--- src/rtl/video_pkg.sv ---
// video_pkg: shared FSM type, default address map and status bit positions
// for the posted video write queue.
package video_pkg;

    typedef enum logic {ESPERA, ENVIO} estado_cola_t;

    localparam logic [31:0] BASE_VIDEO_DEF     = 32'h0000_1000;
    localparam int          PALABRAS_VIDEO_DEF = 1024;
    localparam logic [31:0] DIR_ESTADO_DEF     = 32'h0000_2000;

    localparam int BIT_VACIO    = 0;
    localparam int BIT_LLENO    = 1;
    localparam int BIT_DESBORDE = 2;
    localparam int BIT_ENVIO    = 3;
    localparam int BIT_CUENTA   = 8;

endpackage

--- src/rtl/fifo_sincrona.sv ---
// fifo_sincrona: register-array FIFO, single clock, async active-low reset.
//   push/dato   : write an entry at the tail
//   pop         : drop the head entry
//   cabeza      : current head entry (all-zero after reset)
//   cuenta      : occupancy, 0..PROFUNDIDAD
//   lleno/vacio : full / empty, derived from cuenta so pointers may wrap freely
module fifo_sincrona #(
    parameter int ANCHO       = 42,
    parameter int PROFUNDIDAD = 8
) (
    input  logic                           clk,
    input  logic                           rst_n,
    input  logic                           push,
    input  logic                           pop,
    input  logic [ANCHO-1:0]               dato,
    output logic [ANCHO-1:0]               cabeza,
    output logic [$clog2(PROFUNDIDAD):0]   cuenta,
    output logic                           lleno,
    output logic                           vacio
);
    localparam int PW = $clog2(PROFUNDIDAD);
    localparam int CW = PW + 1;

    logic [ANCHO-1:0] mem [PROFUNDIDAD];
    logic [PW-1:0]    ptrEsc, ptrLec;

    always_ff @(posedge clk or negedge rst_n) begin
        if (!rst_n) begin
            for (int i = 0; i < PROFUNDIDAD; i++) mem[i] <= '0;
            ptrEsc <= '0;
            ptrLec <= '0;
            cuenta <= '0;
        end else begin
            if (push) mem[ptrEsc] <= dato;
            ptrEsc <= push ? ptrEsc + PW'(1) : ptrEsc;
            ptrLec <= pop ? ptrLec + PW'(1) : ptrLec;
            cuenta <= cuenta + CW'(push) - CW'(pop);
        end
    end

    assign cabeza = mem[ptrLec];
    assign lleno  = cuenta == CW'(PROFUNDIDAD);
    assign vacio  = cuenta == '0;

endmodule

--- src/rtl/cola_video_escritura.sv ---
// cola_video_escritura: posted-write queue from the CPU store path to the video
// tile RAM, drained only during blanking.
//   memWr/direc/datoOut : CPU store strobe, byte address, data
//   ventana             : blanking, tile RAM may be written
//   vidListo            : tile RAM accepts the current write
//   vidWr/vidAddr/vidData : write request to the tile RAM (FIFO head)
//   enVideo             : direc decodes to the video window or the status word
//   estado              : status word {count[15:8], envio, desborde, lleno, vacio}
module cola_video_escritura
    import video_pkg::*;
#(
    parameter int          PROFUNDIDAD    = 8,
    parameter logic [31:0] BASE_VIDEO     = BASE_VIDEO_DEF,
    parameter int          PALABRAS_VIDEO = PALABRAS_VIDEO_DEF,
    parameter logic [31:0] DIR_ESTADO     = DIR_ESTADO_DEF
) (
    input  logic                              clk,
    input  logic                              rst_n,
    input  logic                              memWr,
    input  logic [31:0]                       direc,
    input  logic [31:0]                       datoOut,
    input  logic                              ventana,
    input  logic                              vidListo,
    output logic                              vidWr,
    output logic [$clog2(PALABRAS_VIDEO)-1:0] vidAddr,
    output logic [31:0]                       vidData,
    output logic                              enVideo,
    output logic [31:0]                       estado
);
    localparam int          AW          = $clog2(PALABRAS_VIDEO);
    localparam int          CW          = $clog2(PROFUNDIDAD) + 1;
    localparam logic [31:0] TAM_VENTANA = 32'(4 * PALABRAS_VIDEO);

    estado_cola_t    estadoCola;
    logic [31:0]     desp;
    logic [AW+31:0]  cabeza;
    logic [CW-1:0]   cuenta;
    logic            enVentana, push, pop, lleno, vacio, desborde, desbordar, limpiar;

    assign desp      = direc - BASE_VIDEO;
    assign enVentana = (direc >= BASE_VIDEO) && (desp < TAM_VENTANA);
    assign enVideo   = enVentana || (direc == DIR_ESTADO);
    assign pop       = (estadoCola == ENVIO) && vidListo;
    // A full queue still accepts a store when the head leaves in the same cycle.
    assign push      = memWr && enVentana && (!lleno || pop);
    assign desbordar = memWr && enVentana && lleno && !pop;
    assign limpiar   = memWr && (direc == DIR_ESTADO) && datoOut[0];

    fifo_sincrona #(.ANCHO(AW + 32), .PROFUNDIDAD(PROFUNDIDAD)) uFifo (
        .clk    (clk),
        .rst_n  (rst_n),
        .push   (push),
        .pop    (pop),
        .dato   ({desp[AW+1:2], datoOut}),
        .cabeza (cabeza),
        .cuenta (cuenta),
        .lleno  (lleno),
        .vacio  (vacio)
    );

    // Leaving ENVIO looks at the count after this edge's pop and push, so a
    // store landing on the last entry keeps the request up without a bubble.
    always_ff @(posedge clk or negedge rst_n) begin
        if (!rst_n) begin
            estadoCola <= ESPERA;
            desborde   <= 1'b0;
        end else begin
            desborde   <= desbordar || (desborde && !limpiar);
            estadoCola <= (estadoCola == ESPERA)
                ? ((!vacio && ventana) ? ENVIO : ESPERA)
                : ((vidListo && ((cuenta == CW'(1) && !push) || !ventana)) ? ESPERA : ENVIO);
        end
    end

    assign vidWr            = estadoCola == ENVIO;
    assign {vidAddr, vidData} = cabeza;

    always_comb begin
        estado                   = '0;
        estado[BIT_VACIO]        = vacio;
        estado[BIT_LLENO]        = lleno;
        estado[BIT_DESBORDE]     = desborde;
        estado[BIT_ENVIO]        = estadoCola == ENVIO;
        estado[BIT_CUENTA +: 8]  = 8'(cuenta);
    end

endmodule

--- config.mk ---
export PLATFORM = sky130hd
export DESIGN_NAME = cola_video_escritura
export DESIGN_NICKNAME = d
export VERILOG_FILES = /design/src/rtl/video_pkg.sv /design/src/rtl/fifo_sincrona.sv /design/src/rtl/cola_video_escritura.sv
export SDC_FILE = /design/constraint.sdc
export NUM_CORES = 1
export LEC_CHECK = 0
export CAP_MARGIN = 20
export CORE_MARGIN = 2
export CORE_UTILIZATION = 45
export DETAILED_ROUTE_END_ITERATION = 8
export PLACE_DENSITY = 0.63
export SYNTH_ARGS = -nofsm -noshare
export SYNTH_HDL_FRONTEND = slang
export SYNTH_HIERARCHICAL = 1
export SYNTH_SLANG_ARGS = --single-unit
export TNS_END_PERCENT = 20
--- constraint.sdc ---
create_clock -name clk -period 3 [get_ports clk]
set_input_delay 0.3 -clock clk [delete_from_list [all_inputs] [get_ports clk]]
set_output_delay 0.3 -clock clk [all_outputs]
set_load 0.03 [all_outputs]
---- Word-level counts from Yosys, hierarchy flattened ----
Index checks and enable logic that the tools add are counted.
cells by class
  add/sub/neg operators ................... 5
  magnitude comparators ................... 5
  eq/ne operators ......................... 3
  muxes and demuxes ....................... 9
  bitwise operators ....................... 2
  reductions and logical operators ........ 24
operators with widths
  operator                                                              count
  bitwise mux 336 bit                                                   1
  binary-select mux 42 bit (select 3 bit)                               1
  demux 42 bit (select 3 bit)                                           1
  2-to-1 mux 42 bit                                                     3
  equality test 32 x 14 -> 1 bit (second input constant)                1
  greater-or-equal comparator 32 x 13 -> 1 bit (second input constant)  1
  < comparator 32 x 13 -> 1 bit (second input constant)                 1
  subtractor 32 x 13 -> 32 bit (second input constant)                  1
  logical AND 1 bit                                                     13
  greater-or-equal comparator 4 bit (second input constant)             2
  NOT 3 -> 4 bit                                                        2
  adder 3 x 1 -> 3 bit (second input constant)                          2
  logical NOT 1 bit                                                     6
  adder 4 x 1 -> 4 bit                                                  1
  equality test 4 x 1 -> 1 bit (second input constant)                  1
  equality test 4 bit (second input constant)                           1
  logical NOT 4 bit                                                     1
  logical OR 1 bit                                                      4
  < comparator 4 x 1 -> 1 bit (second input constant)                   1
  subtractor 4 x 1 -> 4 bit                                             1
  2-to-1 mux 1 bit                                                      3
word-level totals
  flip-flop bits (word level) ............. 348
  bits of input ports ..................... 69
  output and inout bits ................... 76
  word-level logic and storage cells ...... 61

---- Longest topological paths before layout ----
  depth after elaboration ................. 11
  gate-level depth with buffers ........... 12
  gate-level depth less buffers ........... 11

---- Hierarchy ----
Netlist, hierarchy kept.
modules (own cells, without submodules)
  module                instances  cells an instance  area an instance (um2)  seq. area each (um2)
  fifo_sincrona         1          907                15488.6                 8658.3
  cola_video_escritura  1          68                 493.0                   50.0

---- Least setup slack after synthesis ----
No wires, ideal clock.
  kind .................................... input-to-reg
  start point ............................. input port direc[28]
  end point ............................... register uFifo.cuenta[2]
  library setup time ...................... 0.123 ns
  arrival ................................. 2.527 ns
  required time ........................... 2.877 ns
  path slack .............................. 0.350 ns
  cell stages on the path ................. 11
  path buffers ............................ 1
  cell sequence ........................... or4_4 -> nor3_1 -> nand4_1 -> a21oi_1 -> buf_2 -> inv_1 -> ha_1 -> inv_1 -> ha_1 -> fa_1 -> xor2_1
between the ends
  word-level cells in the longest chain between the ends .. 7
  elaborated cells on any way between the ends .. 8
  those cells by class .................... add/sub (3); order compare (2); reduce/logical (3)
ends and longest elaborated chain
  what                               line                        source
  from (decl)                        cola_video_escritura.sv:20  input logic [31:0] direc,
  subtractor 32 x 13 -> 32 bit       cola_video_escritura.sv:40  assign desp = direc - BASE_VIDEO;
  < comparator 32 x 13 -> 1 bit      cola_video_escritura.sv:41  assign enVentana = (direc >= BASE_VIDEO) && (desp < TAM_VENTANA);
  logical AND 1 bit *                cola_video_escritura.sv:41
  logical AND 1 bit * (2 in series)  cola_video_escritura.sv:45  assign push = memWr && enVentana && (!lleno || pop);
  via push                           cola_video_escritura.sv:38  logic enVentana, push, pop, lleno, vacio, desborde, desbordar, limpiar;
  adder 4 x 1 -> 4 bit *             fifo_sincrona.sv:37         cuenta <= cuenta + CW'(push) - CW'(pop);
  subtractor 4 x 1 -> 4 bit *        fifo_sincrona.sv:37
  to (signal assigned)               fifo_sincrona.sv:37
  to (decl)                          fifo_sincrona.sv:17         output logic [$clog2(PROFUNDIDAD):0] cuenta,
The timed path passes the listed nets; every way through them passes the cells marked *.
A chain may end at the register's enable or synchronous reset.

---- Worst setup path after layout ----
  start point ............................. register uFifo.ptrLec[0]
  end point ............................... output port vidData[31]
between the ends
  word-level cells in the longest chain between the ends .. 4
ends and longest elaborated chain
  what                                                   line                        source
  from (decl)                                            fifo_sincrona.sv:25         logic [PW-1:0] ptrEsc, ptrLec;
  from (signal assigned)                                 fifo_sincrona.sv:36         ptrLec <= pop ? ptrLec + PW'(1) : ptrLec;
  NOT 3 -> 4 bit (not written as such)                   fifo_sincrona.sv:41         assign cabeza = mem[ptrLec];
  binary-select mux 42 bit (select 3 bit)                fifo_sincrona.sv:41
  2-to-1 mux 42 bit (not written as such) (2 in series)  fifo_sincrona.sv:41
  to (decl)                                              cola_video_escritura.sv:26  output logic [31:0] vidData,
No other way between the ends. The select of a mux whose other input is x is not followed.

==> results.json <==
{
  "ys_async_sr_fraction_pct": 100,
  "yosysTopAreaCell": "dfrtp_1",
  "hpwl_um": 20800,
  "routed_wl_um": 34200,
  "synth_flop_cell": "dfrtp_1",
  "clock_skew_ns": 0.0146,
  "cts_tree": "done",
  "start_util_pct": 45.3,
  "status": "finished clean",
  "critical_path.endpoint_type": "output port",
  "cts_max_level": 2,
  "fill_cells": 2910,
  "synth_edf_count": 0,
  "leakagePower_nw": 9.55,
  "clock-sinks": 348,
  "crit_required_ns": 2.70,
  "slew_headroom_pct": 65.2,
  "fp.dieH_um": 192,
  "vdd.ir_drop.worst_uv": 364,
  "cp_top_family": "multiplexers",
  "die_area_um2": 37000,
  "drcViolationCount": 0,
  "cts_buffers": 40,
  "synthToLayoutAreaGrowth_pct": 20.9,
  "drive_gt1_share_pct": 49.8,
  "yosysMostFrequentCell": "mux2_2",
  "place_inst": 1543,
  "drt_iter0_markers": 394,
  "globalplace.congestion": 0.724,
  "start_kind": "flop",
  "drv_slew": 0,
  "grt_pass1_wl_um": 54000,
  "yosysSeqAreaShare_pct": 54.5,
  "overflow": 0,
  "fmaxAchievable_ghz": 0.352,
  "grt_max_degree": 64,
  "boundaryPins": 145,
  "synth.avg_cell_area_um2": 16.4,
  "cpPeakStageDelay_ns": 0.54,
  "setup_violations": 0,
  "hold_viol_final": 0,
  "synth.distinct_cells": 40,
  "setup_tns_ns": 0,
  "root_buffer": "clkbuf_16",
  "cts_buffer_depth": 3,
  "ys_ff_latch": 348,
  "r2r_start": "uFifo/cuenta[2]",
  "track_usage_pct": 19.1,
  "dr.pass1.iters": 6,
  "dr_total_vias": 8885,
  "worst_path_max_delay_cell": "dfrtp_4",
  "clk_latency_ns": 0.52,
  "crit_type": "reg -> out",
  "worstPathCellList": "buf_4 -> mux4_2 -> mux2_2 -> dlygate4sd2_1",
  "wl_per_cell_um": 21.2,
  "yosys_warnings": 6,
  "power_density_nw_per_um2": 627,
  "maxCapViolCount": 0,
  "synthTopCellsByCount": "363 x mux2_2, 348 x dfrtp_1, 84 x mux4_2",
  "syn_area_um2": 16000,
  "grt_pass1_vias": 9309,
  "yosysTopAreaCellShare_pct": 54.5,
  "synth_cells": 975,
  "port-buffer-count": 120,
  "clk_pin_slew_ns": 0.06,
  "hp-class": "in -> async",
  "yosys-top-cells-area": "dfrtp_1 54%, mux2_2 26%, mux4_2 12%",
  "period_minus_slack_ns": 2.84,
  "antenna_found_initial": 0,
  "finalCritPeriodShare_pct": 94.7,
  "viasPerCell": 5.50,
  "timing.critical_path.buf_inv": 2,
  "drt.antenna.violating_nets": 0,
  "worstMarginPinSlew_ns": 0.522,
  "final_cells": 1615,
  "rsz0062_at_grt": "no",
  "fin_nets": 1205,
  "critical_path.startpoint": "uFifo/ptrLec[0]",
  "crit_fanout": 9,
  "num_rows": 69,
  "cp.arrival_ns": 2.54,
  "fp.dieW_um": 192,
  "fp.coreArea_um2": 35300
}
==> metal layers <==
layer  GRT usage [%]  part of all wire [%]  vias to the layer above
met1            27.8                    47                     4771
li1                -                     -                     3906
met3            2.87                   4.2                       42
met5               0                     0                        -
met4            4.20                   1.6                        0
met2            30.5                    48                      166
==> cell usage in the layout (no fill, tap or decap), types with 8 or more instances in the layout <==
| master | synthesis | routed |
|---|---|---|
| ha_1 | 8 | 8 |
| inv_1 | 9 | 9 |
| mux4_2 | 84 | 84 |
| clkdlybuf4s50_1 | 0 | 77 |
| dlygate4sd2_1 | 0 | 42 |
| mux2_1 | 17 | 17 |
| dfrtp_1 | 348 | 345 |
| conb_1 | 1 | 24 |
| buf_4 | 32 | 34 |
| clkbuf_16 | 0 | 41 |
| buf_12 | 0 | 20 |
| mux2_2 | 363 | 363 |
| clkbuf_1 | 8 | 8 |
==> metrics by stage <==
| stage | power (mW) | setup slack (ns) | hold slack [ns] | utilization (%) | cell area (um2) |
|---|---|---|---|---|---|
| after floorplan | 6.36 | 0.350 | 0.00441 | - | 16100 |
| after global placement | 7.18 | -0.265 | 0.287 | 50.9 | 18000 |
| after detailed placement | 7.18 | -0.266 | 0.290 | 50.9 | 18000 |
| after CTS | 12.3 | 0.0490 | 0.331 | 54.7 | 19300 |
| after global routing | 12.6 | 0.0225 | 0.355 | 54.7 | 19300 |
| final | 12.1 | 0.158 | 0.324 | 54.7 | 19300 |
==> worst register-to-register path: cells and delay by family, from the launching register on <==
kind,cells,cell delay (ns)
AOI/OAI and AO/OA,1,0.20
adders and majority gates,1,0.15
DFF,1,0.38
buffers and inverters,4,0.88
muxes,1,0.40
and+or+nand+nor,2,0.47
==> power by group <==
group	total, mW	switching [mW]	internal, mW
sequential	4.97	0.207	4.76
clock	5.03	1.85	3.18
combinational	2.11	1.12	0.992
==> worst paths after layout <==
kind | endpoint | slack (ns) | cells after the start
max | vidData[31] | 0.16 | 4
min | uFifo/mem[260] | 0.32 | 2
max reg2reg | uFifo/mem[121] | 0.40 | 9
min reg2reg | uFifo/mem[139] | 0.48 | 1
max in group asynchronous | uFifo/mem[67] | 1.71 | 4
min in group clk | vidWr | 0.47 | 3
==> what timing repair did <==
item	CTS	global route
gates resized for setup	42	1
endpoints found under the setup margin	42	1
hold buffers	1	0
hold endpoints to repair	56	0
setup buffers	2	0
==> registers in the layout, indices dropped and copies added, names as in the netlist <==
| name | flops |
|---|---|
| vidWr | 1 |
| desborde | 1 |
| uFifo/ptrEsc | 3 |
| uFifo/ptrLec | 3 |
| uFifo/mem | 336 |
| uFifo/cuenta | 4 |
==> layout make-up <==
type	instances	area [um2]	share of cell area, %
sequential	348	8720	45.1
multi-input combinational	553	6810	35.3
tap	461	577	2.98
timing repair buffer	175	1820	9.41
inverter	9	33.8	0.175
clock inverter	12	210	1.09
antenna	1	2.50	0.0129
clock buffer	56	1150	5.96
==> logic make-up (layout without fill, tap and decap cells) <==
family	Yosys count	after routing	share of synthesized area, %
other	1	25	0.0235
adder cells (fa/ha/maj)	9	9	0.752
flip-flops	348	348	54.5
AND/OR/NAND/NOR	41	41	1.79
multiplexers	464	464	38.6
buffers and inverters	97	252	3.62
XOR/XNOR	6	6	0.329
AO/OA/AOI/OAI	9	9	0.384
Note: power is estimated with default switching activity, not from simulation.
